### config.mk
export PLATFORM = sky130hd
export DESIGN_NAME = pc_branch_predictor
export DESIGN_NICKNAME = d
export VERILOG_FILES = /design/src/rtl/pc_branch_predictor.sv
export SDC_FILE = /design/constraint.sdc
export NUM_CORES = 1
export LEC_CHECK = 0
export CORE_UTILIZATION = 27
export CTS_CLUSTER_DIAMETER = 200
export CTS_CLUSTER_SIZE = 16
export DETAILED_ROUTE_END_ITERATION = 12
export HOLD_SLACK_MARGIN = 0.08
export PLACE_DENSITY_LB_ADDON = 0.15
export REMOVE_ABC_BUFFERS = 1
export SETUP_SLACK_MARGIN = 0.1
export SLEW_MARGIN = 40
export SYNTH_ARGS = -nofsm -noshare
export SYNTH_HDL_FRONTEND = slang
export SYNTH_SLANG_ARGS = --single-unit
### constraint.sdc
create_clock -name clk -period 6.28 [get_ports clk]
set_input_delay 1.884 -clock clk [delete_from_list [all_inputs] [get_ports clk]]
set_output_delay 1.884 -clock clk [all_outputs]
set_load 0.1 [all_outputs]
### src/rtl/pc_branch_predictor.sv
// Fetch PC generation with a direct-mapped BTB and 2-bit saturating counters.
// Lookup is combinational on if_pc; training from MEM lands at the clock edge.
module pc_branch_predictor #(
  parameter logic [31:0] RESET_PC = 32'h0000_0000,
  parameter int unsigned IDX_W    = 4
) (
  input  logic        clk,
  input  logic        rst_n,
  input  logic        pc_stall,
  input  logic        redirect,
  input  logic [31:0] redirect_pc,
  input  logic        upd_valid,
  input  logic [31:0] upd_pc,
  input  logic        upd_taken,
  input  logic [31:0] upd_target,
  output logic [31:0] if_pc,
  output logic        if_pred_taken,
  output logic [31:0] if_pred_pc
);

  localparam int unsigned ENTRIES = 2 ** IDX_W;
  localparam int unsigned TAG_W   = 30 - IDX_W;

  logic [ENTRIES-1:0] valid_q;
  logic [TAG_W-1:0]   tag_q    [ENTRIES];
  logic [31:0]        target_q [ENTRIES];
  logic [1:0]         ctr_q    [ENTRIES];

  logic [IDX_W-1:0] lk_idx;
  logic [TAG_W-1:0] lk_tag;
  logic             lk_hit;
  logic [IDX_W-1:0] upd_idx;
  logic [TAG_W-1:0] upd_tag;
  logic             upd_hit;
  logic [1:0]       upd_ctr;
  logic             ctr_we;
  logic             tgt_we;
  logic             tag_we;
  logic [31:0]      next_pc;

  // Same-cycle lookup of the fetch PC; reads pre-update contents.
  always_comb begin
    lk_idx        = if_pc[IDX_W+1:2];
    lk_tag        = if_pc[31:IDX_W+2];
    lk_hit        = valid_q[lk_idx] && (tag_q[lk_idx] == lk_tag);
    if_pred_taken = lk_hit && ctr_q[lk_idx][1];
    if_pred_pc    = if_pred_taken ? target_q[lk_idx] : (if_pc + 32'd4);
  end

  always_comb begin
    next_pc = if_pred_pc;
    if (redirect) begin
      next_pc = redirect_pc;
    end else if (pc_stall) begin
      next_pc = if_pc;
    end
  end

  always_ff @(posedge clk or negedge rst_n) begin
    if (!rst_n) begin
      if_pc <= RESET_PC;
    end else begin
      if_pc <= next_pc;
    end
  end

  // Training decode: a taken miss allocates with weakly-taken, hits saturate.
  always_comb begin
    upd_idx = upd_pc[IDX_W+1:2];
    upd_tag = upd_pc[31:IDX_W+2];
    upd_hit = valid_q[upd_idx] && (tag_q[upd_idx] == upd_tag);
    upd_ctr = 2'b10;
    if (upd_hit) begin
      if (upd_taken) begin
        upd_ctr = (ctr_q[upd_idx] == 2'b11) ? 2'b11 : (ctr_q[upd_idx] + 2'd1);
      end else begin
        upd_ctr = (ctr_q[upd_idx] == 2'b00) ? 2'b00 : (ctr_q[upd_idx] - 2'd1);
      end
    end
    ctr_we = upd_valid && (upd_hit || upd_taken);
    tgt_we = upd_valid && upd_taken;
    tag_we = upd_valid && upd_taken && !upd_hit;
  end

  always_ff @(posedge clk or negedge rst_n) begin
    if (!rst_n) begin
      valid_q <= '0;
    end else if (tgt_we) begin
      valid_q[upd_idx] <= 1'b1;
    end
  end

  // Payload arrays carry no reset; valid_q gates every use.
  always_ff @(posedge clk) begin
    if (ctr_we) begin
      ctr_q[upd_idx] <= upd_ctr;
    end
    if (tgt_we) begin
      target_q[upd_idx] <= upd_target;
    end
    if (tag_we) begin
      tag_q[upd_idx] <= upd_tag;
    end
  end

endmodule

==> results.tsv <==
metric	value	unit
outcome	finished, violations left	
violations	setup timing	
synthMostInstantiatedCell	sky130_fd_sc_hd__edfxtp_1	
hp-class	reg2reg	
ys_seq_elements	1008	
chipWidth	406	um
cts_buffers	72	
synth_enable_flop_cells	960	
async_reset_ff_share	4.76	%
drt-pass1-iter-count	7	
timing.rr.end	if_pc[0]	
reg2reg_slack	1510	ps
post_drt_wl_per_cell	31.6	um
post-route-worst-setup-slack	-524	ps
grt_util_met2	29.4	%
yosysTopAreaCellShare	65.5	%
crit_path_start_kind	flip-flop	
standard_cell_rows	147	
hold_start	valid_q[11]	
grt_start_max_net_pins	58	
worst_pin_slew	855	ps
power_density	280	nW/um2
routed_wirelength	153000	um
grt_usage	18.6	%
timing.critical_path.to	if_pred_pc[13]	
clock_latency	700	ps
cts_max_level	3	
synth_cell_type_count	69	
fmax	147	MHz
cts.sinks	1008	
dp.final_hpwl	102000	um
global_route_wire_length_before_repair	210000	um
area.growth.synth_to_final	21.2	%
top_level_ports	167	
vias	24900	
timing.critical_path.required	4400	ps
first_global_vias	25900	
core_region_area	161000	um2
peakVddDrop	0.167	mV
clock_tree.buffer_depth	3	
worst_setup_path_startpoint	if_pc[2]	
floorplan.die_area	165000	um2
detailedRoute.firstIterationViolations	2623	
syn-cell-area	44000	um2
final_nets	2744	
grt_most_used_layer	met2	
met1_usage	24.8	%
remaining_number_of_nets_flagged_by_the_antenna_check_after_routing	0	
fin_skew	33.8	ps
power.static_leakage	17.2	nW
portBuffers	164	
total_power	15.0	mW
netlist_top_cells_area	sky130_fd_sc_hd__edfxtp_1, sky130_fd_sc_hd__mux4_2, sky130_fd_sc_hd__dfrtp_1	
relative_slew_slack	43.0	%
die_height	406	um
finalHoldViolations	0	
overflow	0	
synth.yosys.warnings	0	
dpl_worst_slack	-272	ps
seq_area_frac_synth	68.2	%
cts-hold-fix-buffers	0	
critical_path.reg2reg.startpoint	if_pc[2]	
period_minus_slack	6800	ps
max-cap-violations	0	
timing.critical_path.fanout_max	17	
final-setup-viol-count	33	
timing.critical_path.to_type	output port	
drc_errors	0	
grt_setup_unrepaired	true	
antenna_found_initial	15	
root_buffer	sky130_fd_sc_hd__clkbuf_16	
critical_path_arrival	4920	ps
vias_per_cell	5.13	
tritoncts	built	
ys.flop_type	sky130_fd_sc_hd__edfxtp_1	
final.fill_count	15400	
post_route_cells_drive_above_1_share	35.2	%
worst-r2r-cell-count	13	
floorplan.initialDensity	27.3	%
synth_area_per_cell	19.5	um2
final_min_period_over_clock_period	108	%
final_max_slew_viol_count	0	
clk_transition_reported_paths	80	ps
yosys-top-cells-count	sky130_fd_sc_hd__edfxtp_1, sky130_fd_sc_hd__mux4_2, sky130_fd_sc_hd__mux2i_1	
globalRouteMet3Util	5.72	%
worst-setup-path-type	reg2out	
instance_count_of_the_mapped_netlist	2256	
place_congestion	0.920	
yosys.area.top_type	sky130_fd_sc_hd__edfxtp_1	
[routing by layer]
layer	vias up	wire length (um)	part of all wire [%]
li1	10200	-	-
met1	13500	65100	42
met2	930	71000	46
met3	193	13000	8.5
met4	14	4220	2.7
met5	-	82	0.053
[cells in the final DEF, fill, tap and decap left out, drive strengths merged, types with 5 or more instances in the layout]
cell type | Yosys | routed
and3b | 14 | 14
a31oi | 8 | 8
and2 | 24 | 24
dfrtp | 48 | 48
nor2 | 64 | 64
xnor2 | 53 | 53
a221oi | 11 | 11
a21oi | 53 | 53
o211ai | 9 | 9
o21ai | 22 | 22
a22oi | 17 | 17
mux2 | 19 | 19
clkdlybuf4s50 | 0 | 92
a211oi | 6 | 6
a311oi | 5 | 5
buf | 78 | 373
or2 | 19 | 19
nand3 | 25 | 25
and3 | 6 | 6
mux2i | 92 | 92
a22o | 12 | 12
nand4 | 12 | 12
clkbuf | 77 | 113
inv | 19 | 23
a221o | 24 | 24
o2111ai | 7 | 7
xor2 | 12 | 12
nor3 | 41 | 41
nor3b | 12 | 12
edfxtp | 960 | 960
nor2b | 8 | 8
a2111oi | 5 | 5
nand2 | 74 | 74
mux4 | 372 | 372
[registers in the layout (all words and copies together) (netlist names)]
| register | flops |
|---|---|
| target_q | 512 |
| tag_q | 416 |
| ctr_q | 32 |
| if_pc | 32 |
| valid_q | 16 |
[what timing repair did]
item / 4_1_cts / 5_1_grt
pin swaps: 8 / 7
gates cloned: 0 / 0
resized for setup: 51 / 22
buffers inserted: 11 / 9
endpoints found under the setup margin: 33 / 33
[per-stage QoR]
step / TNS (ps) / hold slack, ps / cell area [um2] / cells / utilization [%]
5_1_grt: -18650 / 525 / 53400 / 4847 / 33.1
2_1_floorplan: -610560 / 458 / 43300 / 2101 / -
6_report: -14330 / 504 / 53400 / 4850 / 33.1
3_5_place_dp: -4810 / 482 / 50800 / 4707 / 31.5
4_1_cts: -15790 / 501 / 53200 / 4837 / 33.0
3_3_place_gp: -5970 / 481 / 50900 / 4706 / 31.6
[worst max-delay path, cell delays in order (launching register included)]
cell and delay [ps]:
sky130_fd_sc_hd__dfrtp_4 470, sky130_fd_sc_hd__buf_12 160, sky130_fd_sc_hd__buf_4 140, sky130_fd_sc_hd__buf_12 160, sky130_fd_sc_hd__mux4_2 620, sky130_fd_sc_hd__a22oi_1 190
sky130_fd_sc_hd__o221ai_1 150, sky130_fd_sc_hd__a222oi_1 410, sky130_fd_sc_hd__nand4b_1 150, sky130_fd_sc_hd__or4_4 600, sky130_fd_sc_hd__or2_4 320, sky130_fd_sc_hd__a21oi_1 550
sky130_fd_sc_hd__buf_12 260
[worst min path at each step]
stage                  end  slack [ps]  cells after the start
3_5_place_dp   valid_q[11]         480                      1
4_1_cts        valid_q[11]         500                      1
3_3_place_gp   valid_q[11]         480                      1
6_report       valid_q[11]         500                      1
5_1_grt        valid_q[15]         520                      1
2_1_floorplan  valid_q[13]         460                      1
[kinds of logic after synthesis]
family	synth area share, %
multiplexers	21.6
adder cells (fa/ha/maj)	0.0284
AO/OA/AOI/OAI	3.44
flip-flops	68.2
AND/OR/NAND/NOR	3.70
buffers and inverters	1.72
XOR/XNOR	1.29
[final cells by class]
class                   count  area [um2]  share of cell area [%]
diodes                      4        10.0                  0.0187
multi-input cells        1074       13700                    25.6
repair buffers            466        4820                    9.03
clock buffers             112        1950                    3.66
clock inverters             7         136                   0.255
flip-flops and latches   1008       30000                    56.3
inverters                  19        73.8                   0.138
well taps                2160        2700                    5.06
[report_power, final]
group	switching (mW)	internal [mW]	total (mW)	leakage, nW
combinational	1.66	1.15	2.81	6.99
sequential	0.119	7.47	7.59	9.23
clock	2.40	2.18	4.57	0.992
total	4.18	10.8	15.0	17.2
(Power assumes the default switching activity.)
